==> src/rtl/ex_stage_dual.sv <==
// Dual-lane execute stage with EX/MEM pipeline register for the 8-bit dual-issue core.
// Define EX_FWD_EN to build the operand forwarding network; otherwise operands come straight from readdata.
module ex_stage_dual (
   input  logic       clk,
   input  logic       reset,
   input  logic       stall,
   input  logic       flush,
   input  logic       memwrite_1,
   input  logic       memread_1,
   input  logic       memtoreg_1,
   input  logic       Alusrc_1,
   input  logic       regwrite_1,
   input  logic [1:0] Aluop_1,
   input  logic [2:0] func3_1,
   input  logic [6:0] func7_1,
   input  logic [4:0] rd_1,
   input  logic [4:0] rs1_1,
   input  logic [4:0] rs2_1,
   input  logic [7:0] readdata1_1,
   input  logic [7:0] readdata2_1,
   input  logic [7:0] imm_1,
   input  logic       wb_regwrite_1,
   input  logic [4:0] wb_rd_1,
   input  logic [7:0] wb_data_1,
   input  logic       memwrite_2,
   input  logic       memread_2,
   input  logic       memtoreg_2,
   input  logic       Alusrc_2,
   input  logic       regwrite_2,
   input  logic [1:0] Aluop_2,
   input  logic [2:0] func3_2,
   input  logic [6:0] func7_2,
   input  logic [4:0] rd_2,
   input  logic [4:0] rs1_2,
   input  logic [4:0] rs2_2,
   input  logic [7:0] readdata1_2,
   input  logic [7:0] readdata2_2,
   input  logic [7:0] imm_2,
   input  logic       wb_regwrite_2,
   input  logic [4:0] wb_rd_2,
   input  logic [7:0] wb_data_2,
   output logic [7:0] alu_result_1_out,
   output logic [7:0] store_data_1_out,
   output logic       zero_1_out,
   output logic [4:0] rd_1_out,
   output logic       memwrite_1_out,
   output logic       memread_1_out,
   output logic       memtoreg_1_out,
   output logic       regwrite_1_out,
   output logic [7:0] alu_result_2_out,
   output logic [7:0] store_data_2_out,
   output logic       zero_2_out,
   output logic [4:0] rd_2_out,
   output logic       memwrite_2_out,
   output logic       memread_2_out,
   output logic       memtoreg_2_out,
   output logic       regwrite_2_out
);

   function automatic logic [7:0] alu_op(input logic [1:0] aluop, input logic [2:0] f3,
                                         input logic alt, input logic [7:0] a, input logic [7:0] b);
      logic [7:0] r;
      r = '0;
      case (aluop)
         2'b00: r = a + b;
         2'b01: r = a - b;
         default: begin
            case (f3)
               3'b000: r = (aluop == 2'b10 && alt) ? a - b : a + b;
               3'b001: r = a << b[2:0];
               3'b010: r = ($signed(a) < $signed(b)) ? 8'h01 : 8'h00;
               3'b100: r = a ^ b;
               3'b101: begin
                  // kept as its own statement so the shift stays arithmetic
                  if (alt) r = $signed(a) >>> b[2:0];
                  else     r = a >> b[2:0];
               end
               3'b110: r = a | b;
               3'b111: r = a & b;
               default: r = '0;
            endcase
         end
      endcase
      return r;
   endfunction

   logic [7:0] src1_1, src2_1, src1_2, src2_2;
   logic [7:0] opb_1, opb_2, alu_1, alu_2;

   logic unused_func7;
   assign unused_func7 = ^{func7_1[6], func7_1[4:0], func7_2[6], func7_2[4:0]};

`ifdef EX_FWD_EN
   // Youngest producer first: EX/MEM lane 2, EX/MEM lane 1, MEM/WB lane 2, MEM/WB lane 1.
   function automatic logic [7:0] fwd_sel(
      input logic [4:0] r, input logic [7:0] rf,
      input logic e2v, input logic [4:0] e2r, input logic [7:0] e2d,
      input logic e1v, input logic [4:0] e1r, input logic [7:0] e1d,
      input logic w2v, input logic [4:0] w2r, input logic [7:0] w2d,
      input logic w1v, input logic [4:0] w1r, input logic [7:0] w1d);
      logic [7:0] v;
      v = rf;
      if (r != 5'd0) begin
         if (e2v && e2r == r)      v = e2d;
         else if (e1v && e1r == r) v = e1d;
         else if (w2v && w2r == r) v = w2d;
         else if (w1v && w1r == r) v = w1d;
      end
      return v;
   endfunction

   // Loads sitting in EX/MEM have no data yet, so they never forward from there.
   logic ex_v_1, ex_v_2;
   assign ex_v_1 = regwrite_1_out & ~memtoreg_1_out;
   assign ex_v_2 = regwrite_2_out & ~memtoreg_2_out;

   assign src1_1 = fwd_sel(rs1_1, readdata1_1, ex_v_2, rd_2_out, alu_result_2_out,
                           ex_v_1, rd_1_out, alu_result_1_out,
                           wb_regwrite_2, wb_rd_2, wb_data_2, wb_regwrite_1, wb_rd_1, wb_data_1);
   assign src2_1 = fwd_sel(rs2_1, readdata2_1, ex_v_2, rd_2_out, alu_result_2_out,
                           ex_v_1, rd_1_out, alu_result_1_out,
                           wb_regwrite_2, wb_rd_2, wb_data_2, wb_regwrite_1, wb_rd_1, wb_data_1);
   assign src1_2 = fwd_sel(rs1_2, readdata1_2, ex_v_2, rd_2_out, alu_result_2_out,
                           ex_v_1, rd_1_out, alu_result_1_out,
                           wb_regwrite_2, wb_rd_2, wb_data_2, wb_regwrite_1, wb_rd_1, wb_data_1);
   assign src2_2 = fwd_sel(rs2_2, readdata2_2, ex_v_2, rd_2_out, alu_result_2_out,
                           ex_v_1, rd_1_out, alu_result_1_out,
                           wb_regwrite_2, wb_rd_2, wb_data_2, wb_regwrite_1, wb_rd_1, wb_data_1);
`else
   assign src1_1 = readdata1_1;
   assign src2_1 = readdata2_1;
   assign src1_2 = readdata1_2;
   assign src2_2 = readdata2_2;

   logic unused_fwd;
   assign unused_fwd = ^{rs1_1, rs2_1, rs1_2, rs2_2, wb_regwrite_1, wb_rd_1, wb_data_1,
                         wb_regwrite_2, wb_rd_2, wb_data_2};
`endif

   assign opb_1 = Alusrc_1 ? imm_1 : src2_1;
   assign opb_2 = Alusrc_2 ? imm_2 : src2_2;
   assign alu_1 = alu_op(Aluop_1, func3_1, func7_1[5], src1_1, opb_1);
   assign alu_2 = alu_op(Aluop_2, func3_2, func7_2[5], src1_2, opb_2);

   always_ff @(posedge clk) begin
      if (reset || flush) begin
         alu_result_1_out <= '0;
         store_data_1_out <= '0;
         zero_1_out       <= 1'b0;
         rd_1_out         <= '0;
         memwrite_1_out   <= 1'b0;
         memread_1_out    <= 1'b0;
         memtoreg_1_out   <= 1'b0;
         regwrite_1_out   <= 1'b0;
         alu_result_2_out <= '0;
         store_data_2_out <= '0;
         zero_2_out       <= 1'b0;
         rd_2_out         <= '0;
         memwrite_2_out   <= 1'b0;
         memread_2_out    <= 1'b0;
         memtoreg_2_out   <= 1'b0;
         regwrite_2_out   <= 1'b0;
      end else if (!stall) begin
         alu_result_1_out <= alu_1;
         store_data_1_out <= src2_1;
         zero_1_out       <= (alu_1 == 8'h00);
         rd_1_out         <= rd_1;
         memwrite_1_out   <= memwrite_1;
         memread_1_out    <= memread_1;
         memtoreg_1_out   <= memtoreg_1;
         regwrite_1_out   <= regwrite_1;
         alu_result_2_out <= alu_2;
         store_data_2_out <= src2_2;
         zero_2_out       <= (alu_2 == 8'h00);
         rd_2_out         <= rd_2;
         memwrite_2_out   <= memwrite_2;
         memread_2_out    <= memread_2;
         memtoreg_2_out   <= memtoreg_2;
         regwrite_2_out   <= regwrite_2;
      end
   end

endmodule

==> config.mk <==
export PLATFORM = sky130hd
export DESIGN_NAME = ex_stage_dual
export DESIGN_NICKNAME = d
export VERILOG_FILES = /design/src/rtl/ex_stage_dual.sv
export SDC_FILE = /design/constraint.sdc
export NUM_CORES = 1
export LEC_CHECK = 0
export CORE_MARGIN = 2
export CORE_UTILIZATION = 44
export CTS_BUF_LIST = sky130_fd_sc_hd__clkbuf_8
export DETAILED_ROUTE_END_ITERATION = 10
export PLACE_DENSITY = 0.88
export SLEW_MARGIN = 25
export SYNTH_ARGS = -nofsm -noshare
export SYNTH_HDL_FRONTEND = slang
export SYNTH_SLANG_ARGS = --single-unit
==> constraint.sdc <==
create_clock -name clk -period 3.8 [get_ports clk]
set_input_delay 0.76 -clock clk [delete_from_list [all_inputs] [get_ports clk]]
set_output_delay 0.76 -clock clk [all_outputs]
set_load 0.005 [all_outputs]
# Yosys cells after proc, flatten, opt, wreduce, memory -nomap -nowiden
# Index checks and enable logic that the tools add are counted.
dict set report word_totals {
  regBits 52
  inputBits 144
  out_inout_bits 52
}
dict set report op_classes {
  addsub 4
  n_lt_le_gt_ge 2
  n_eq_ne 16
  shift 6
  mux 12
  bitwise_logic 6
  n_reduce_logical 9
}
# operator n
set op_table {}
lappend op_table {{one-hot mux 8 bit (7 select lines)} 2}
lappend op_table {{2-to-1 mux 8 bit} 6}
lappend op_table {{one-hot mux 8 bit (2 select lines)} 2}
lappend op_table {{equality test 3 bit (second input constant)} 8}
lappend op_table {{adder 8 bit} 2}
lappend op_table {{AND 8 bit} 2}
lappend op_table {{zero test 8 bit} 2}
lappend op_table {{< comparator 8 bit} 2}
lappend op_table {{OR 8 bit} 2}
lappend op_table {{<< shifter 8 x 3 -> 8 bit} 2}
lappend op_table {{right shift 8 x 3 -> 8 bit} 2}
lappend op_table {{>>> shifter 8 x 3 -> 8 bit} 2}
lappend op_table {{subtractor 8 bit} 2}
lappend op_table {{bitwise XOR 8 bit} 2}
lappend op_table {{equality test 3 x 1 -> 1 bit (second input constant)} 2}
lappend op_table {{equality test 3 x 2 -> 1 bit (second input constant)} 2}
lappend op_table {{zero test 3 bit} 2}
lappend op_table {{equality test 2 x 1 -> 1 bit (second input constant)} 2}
lappend op_table {{equality test 2 bit (second input constant)} 2}
lappend op_table {{zero test 2 bit} 2}
lappend op_table {{logical AND 1 bit} 2}
lappend op_table {{2-to-1 mux 1 bit} 2}
lappend op_table {{logical OR 1 bit} 1}

# Longest topological paths before layout
# Gate-level depths: netlist (run 1).
dict set report depth {
  word_depth 6
  depth_mapped 14
  ltp_nobuf 13
}

# Least setup slack after synthesis (run 1)
# OpenSTA, ideal clock, no wires.
dict set report synth_path {
  path_kind {input port to flip-flop}
  from {input Alusrc_2}
  to {register zero_2_out}
  setup_ns 0.084
  arrival_time_ns 3.777
  path_slack_ns -0.061
  cell_stages 13
  path_buffers 3
  path_cell_list {buf_6 -> clkbuf_1 -> mux2i_1 -> ha_1 -> clkbuf_1 -> or3b_2 -> o221ai_1 -> nor2_1 -> a21oi_1 -> mux2i_1 -> o2111a_1 -> or4b_1 -> o31ai_2}
}
dict set report synth_between {
  elab_chain_cells 6
}
# element line
set synth_lines {}
lappend synth_lines {{from (decl)} 28} ;# input logic Alusrc_2,
lappend synth_lines {{2-to-1 mux 8 bit *} 141} ;# assign opb_2 = Alusrc_2 ? imm_2 : src2_2;
lappend synth_lines {{adder 8 bit (tied with other cells)} {65, 69}}
lappend synth_lines {{2-to-1 mux 8 bit (tied with other cells)} 69} ;# 3'b000: r = (aluop == 2'b10 && alt) ? a - b : a + b;
lappend synth_lines {{one-hot mux 8 bit (7 select lines)} 68} ;# case (f3)
lappend synth_lines {{one-hot mux 8 bit (2 select lines) *} 64} ;# case (aluop)
lappend synth_lines {{zero test 8 bit *} 174} ;# zero_2_out <= (alu_2 == 8'h00);
lappend synth_lines {{to (signal assigned)} 174}
lappend synth_lines {{to (decl)} 52} ;# output logic zero_2_out,
# Every way passes the cells marked *; elsewhere a longest branch is shown, timed or not.
# A chain may end at the register's enable or synchronous reset.

# Final worst setup path (run 1)
# Same ends and word-level chain as after synthesis.

==> results of run 1 <==
cell usage in the layout (no fill, tap or decap), drive strengths merged, types with 10 or more instances in the layout:
master	count
clkdlybuf4s50	133
o22ai	10
nor3	22
mux2i	87
nand3	15
ha	59
buf	113
a31oi	14
nand2b	17
xnor2	13
a21oi	53
dfxtp	52
nand2	59
nor2	87
o21ai	36
a211oi	17
inv	55
tightest hold or removal path: stages (launching register included):
cell and delay, ps:
dfxtp_1 330, nand2_1 60, a21oi_1 50
metal layers:
metal / global-route usage, % / share of wire [%] / routed length, um / vias to the layer above
met2: 46.2 / 47 / 9760 / 401
met3: 5.42 / 9.4 / 1950 / 80
met5: 0 / 0 / 0 / -
met4: 11.8 / 4.4 / 915 / 0
met1: 34.0 / 39 / 8120 / 3245
li1: - / - / - / 3262
cell families (layout without fill, tap and decap cells):
family	count (synthesis)	count (layout)	synth area share (%)
AO/OA/AOI/OAI	207	207	23.2
XOR/XNOR	19	19	2.77
adder cells (fa/ha/maj)	63	63	13.6
buffers and inverters	96	308	6.33
flip-flops	52	52	17.3
multiplexers	92	92	17.0
AND/OR/NAND/NOR	249	249	19.7
power by group through the flow:
stage               combinational (mW)  clock (mW)  sequential [mW]
global route                      1.15       0.368            0.579
detailed placement                1.02           0            0.588
CTS                               1.03       0.354            0.576
global placement                  1.00           0            0.587
floorplan                        0.569           0            0.589
finish                            1.07       0.342            0.576
layout make-up:
cell class	instances	area share [%]
sequential	52	12.4
tap	176	2.62
timing repair buffer	247	26.2
inverter	53	2.40
multi-input combinational	630	55.3
clock inverter	3	0.298
clock buffer	5	0.818
state kept, by name (all words and copies together), names as in the netlist, 5 cells and up:
signal,flops
store_data_1_out,8
alu_result_1_out,8
store_data_2_out,8
alu_result_2_out,8
rd_1_out,5
rd_2_out,5
path summary, 6_finish.rpt:
check	cells past startpoint	end	startpoint	slack [ps]
worst max-delay path	15	zero_2_out	Alusrc_2	100
worst min-delay path	2	alu_result_1_out[1]	alu_result_1_out[1]	490
worst max register to register	2	alu_result_1_out[5]	alu_result_1_out[5]	3000
worst min register to register	2	alu_result_1_out[1]	alu_result_1_out[1]	490
timing repair:
item                       CTS  global route
resized for setup            0            20
buffers inserted             0             3
setup endpoints to repair    0             6
==> flow_summary.ini, run 1 <==
[flow_run]
cap_violations = 0

[drt]
drt_iter0_markers = 882
routed_wl_um = 20800
num_vias = 6988
first_pass_iters = 8
vias_per_cell = 5.99
route.detailed.drc = 0
antenna_left = 0
wl_per_cell_um = 17.8

[sta]
rsz0062_at_grt = false
setup_violations = 0
clock_skew_ps = 0
fin_setup_tns_ps = 0
setup_ws_ps = 97.7
timing.final.max_slew_violations = 0
fin_crit_ps = 3700
whs_ps = 488
relSlewSlack_pct = 53.7
min_period_over_period_pct = 97.4
tightestPinTransition_ps = 694
hold_viol = 0
clock.fmax_mhz = 270

[status]
outcome = finished clean

[clocking]
cts_buffer_depth = 2
clkLatencyLatePin_ps = 320
clk_pin_slew_worst_paths_ps = 100
h-tree-depth = 2
cts_tree = done
cts_root_buffer = clkbuf_8
cts_buffers = 5
clock-sinks = 52
cts_hold_buffers = 0

[worst_setup_path]
arrival_ps = 3930
cp-end-kind = flip-flop
slowest_stage = clkdlybuf4s50_1
path_max_fanout = 7
required_ps = 4030
crit_chain = clkdlybuf4s50_1 > buf_12 > mux2i_1 > buf_4 > buf_4 > inv_1 > ha_1 > a21o_1 > a21oi_1 > a21oi_1 > a21oi_2 > mux2i_1 > o2111a_1 > or4b_1 > o31ai_2
path_class = input port to flip-flop
cp-start-kind = input port
cpLargestDelayFamily = buffers and inverters
max_stage_delay_ps = 500
worst-path-buf-inv = 5

[power]
combPwrFrac_pct = 53.8
p_total_mw = 1.99
sequentialPowerShare_pct = 29.0
powerDensity_mw_per_mm2 = 236
clkPwrFrac_pct = 17.2
power.leakage_nw = 3.70
p_int_mw = 1.22
switchingPower_uw = 768
peakVddDrop_v = 0.000228
swShare_pct = 38.6

[yosys]
synth_cell_types = 73
syn_area_per_cell_um2 = 7.72
yosys.area.top_type_share_pct = 17.3
ys_seq_area_share_pct = 17.3
syn-instance-count = 778
synth_edf_count = 0
yosysWarnings = 0
async_flop_share_pct = 0
synth_area_leaders = dfxtp_1 (17%), mux2i_1 (14%), ha_1 (12%)
synth_top_cell_by_area = dfxtp_1
syn-num-nets = 985
synth_ff_type = dfxtp_1
yosysMostFrequentCell = nor2_1
synthTopCellsByCount = nor2_1 (87), mux2i_1 (84), ha_1 (59), nand2_1 (59), a21oi_1 (53)
synth_area_mm2 = 0.00601
ys_seq_elements = 52

[floorplan]
start_util_pct = 45.2
coreArea_mm2 = 0.0133
die_w_um = 121
rows = 42
ios = 196
die_y_um = 121
dieArea_mm2 = 0.0146

[final_layout]
final_core_util_pct = 63.3
regArea_mm2 = 0.00104
antennaDiodeCount = 0
final_cells = 1166
n_fill_cell = 1088
syn_to_final_growth_pct = 40.0
multi_input_area_mm2 = 0.00465
final_cell_area_mm2 = 0.00841
fin_nets = 1196
drive_gt1_share_pct = 15.8

[placed_design]
pre_cts_ws_ps = -311
dpl_cell_area_mm2 = 0.00823
port_buffers = 135
place.gp.congestion = 1.01
dp_hpwl_um = 16500
place_inst = 1155

[grt]
grt_usage_pct = 27.5
grt_max_degree = 38
grt_pass1_vias = 6528
antenna_found_initial = 0
grt_pass1_wl_um = 32600
grt_overflow_total = 0

[min_path]
hp-class = flip-flop to flip-flop
(Power assumes the default switching activity.)
==> inputs of run 2 (changes only) <==
Settings changed: SETUP_SLACK_MARGIN set to 0.4.
==> run 2 against run 1 <==
Against the previous run:
- sequential share of layout area shrank 0.48 points
- via count shrank 0.50%
- die area is the same
- cell count grew 1.1%
- routed wire length grew 3.6%
- fmax grew 11%
- total power grew 5.2%
- worst setup slack gained 370 ps
- clock power grew 12%
- register-to-register slack gained 40 ps
- critical endpoint is now zero_1_out
==> flow_summary.ini, run 2 (synthesis gave the netlist of run 1 again) <==
[status]
outcome = finished clean

[worst_setup_path]
cp-startpoint = imm_1[2]
arrival_ps = 3550
r2r_start = alu_result_2_out[5]
path_class = input port to flip-flop
required_ps = 4020
cp-start-kind = input port
cp-end-kind = flip-flop
regToRegEndpoint = alu_result_2_out[5]
path_max_fanout = 3
reg2reg_depth = 2
reg2reg_slack_ps = 3040
critPathCapture = zero_1_out

[power]
p_total_mw = 2.09
powerDensity_mw_per_mm2 = 239
peakVddDrop_v = 0.000174
power.leakage_nw = 3.85

[grt]
grt_pass1_wl_um = 33700
antenna_found_initial = 0
grt_overflow_total = 0
grt_usage_pct = 28.5
grt_max_degree = 47
grt_pass1_vias = 6677

[final_layout]
drive_gt1_share_pct = 19.9
final_cells = 1179
fin_nets = 1209
n_fill_cell = 1081
final_cell_area_mm2 = 0.00875
syn_to_final_growth_pct = 45.7
multi_input_area_mm2 = 0.00487
regArea_mm2 = 0.00104
final_cell_mix = clkdlybuf4s50_1 (122), buf_4 (122), nor2_1 (84), mux2i_1 (79), nand2_1 (59)
antennaDiodeCount = 0

[min_path]
hp-class = flip-flop to flip-flop

[drt]
drt_iter0_markers = 671
antenna_left = 0
vias_per_cell = 5.90
first_pass_iters = 5
num_vias = 6953
wl_per_cell_um = 18.2
routed_wl_um = 21500
route.detailed.drc = 0

[floorplan]
die_y_um = 121
coreArea_mm2 = 0.0133
ios = 196
start_util_pct = 45.2
rows = 42
dieArea_mm2 = 0.0146
die_w_um = 121

[sta]
relSlewSlack_pct = 48.5
fin_setup_tns_ps = 0
fin_crit_ps = 3330
setup_violations = 0
rsz0062_at_grt = true
tightestPinTransition_ps = 772
timing.final.max_slew_violations = 0
clock_skew_ps = 0
setup_ws_ps = 470
hold_viol = 0
min_period_over_period_pct = 87.6
clock.fmax_mhz = 300

[clocking]
cts_tree = done
cts_buffer_depth = 2
clkLatencyLatePin_ps = 300
clk_pin_slew_worst_paths_ps = 90
clock-sinks = 52
cts_buffers = 5
cts_root_buffer = clkbuf_8
cts_hold_buffers = 0
h-tree-depth = 2

[placed_design]
dpl_cell_area_mm2 = 0.00837
place_inst = 1166
dp_hpwl_um = 17100
pre_cts_ws_ps = -438
port_buffers = 135
place.gp.congestion = 1.03

[flow_run]
cap_violations = 0
-- run 2: changes by cell type in the layout (fill, tap and decap cells not counted), moves of 4 or more --
cell / delta
dlymetal6s2s_1: +6
clkdlybuf4s50_1: -11
ha_1: -10
buf_4: +11
ha_4: +4
ha_2: +6
-- run 2: worst max-delay path, cell delays in order --
cell and delay, ps:
clkdlybuf4s50_1 430, mux2i_2 180, buf_4 170, buf_4 130
inv_1 50, buf_4 130, ha_1 210, buf_4 140
nor2_4 100, a21oi_4 80, nor4_1 320, a211oi_2 70
xnor2_1 150, a211oi_2 250, nand2_1 120, o31ai_1 240
-- run 2: worst min-delay path by stage --
| stage | startpoint | endpoint | slack, ps | depth (start not counted) |
|---|---|---|---|---|
| 6_report | alu_result_1_out[1] | alu_result_1_out[1] | 490 | 2 |
| 5_1_grt | alu_result_1_out[1] | alu_result_1_out[1] | 520 | 2 |
| 4_1_cts | alu_result_1_out[1] | alu_result_1_out[1] | 490 | 2 |
| 3_5_place_dp | alu_result_1_out[1] | alu_result_1_out[1] | 470 | 2 |
| 3_3_place_gp | alu_result_1_out[1] | alu_result_1_out[1] | 450 | 2 |
| 2_1_floorplan | alu_result_1_out[1] | alu_result_1_out[1] | 460 | 2 |
-- run 2: metrics by stage --
step | util (%) | hold slack (ps)
after global placement | 62.9 | 451
final | 65.8 | 491
after CTS | 64.2 | 491
after global routing | 65.8 | 517
after floorplan | - | 457
after detailed placement | 62.9 | 466
-- run 2: metal layers --
metal	wire, um	vias up	global-route usage, %
met5	0	-	0
li1	-	3266	-
met3	1460	82	2.74
met2	10600	354	49.2
met4	1210	0	15.0
met1	8260	3251	34.9
-- run 2: cell type report --
class / instances / share of cell area (%)
clock inverter: 3 / 0.486
clock buffer: 5 / 0.786
sequential: 52 / 11.9
multi-input combinational: 630 / 55.6
timing repair buffer: 260 / 26.4
tap: 176 / 2.52
inverter: 53 / 2.33
-- run 2: what timing repair did --
item	in CTS	in global routing
setup endpoints to repair	15	8
resized for setup	27	44
setup buffers	1	4
pin swaps	4	23
-- run 2: power by group --
part / internal [mW] / switching [mW]
clock: 0.197 / 0.186
sequential: 0.565 / 0.0118
combinational: 0.558 / 0.575
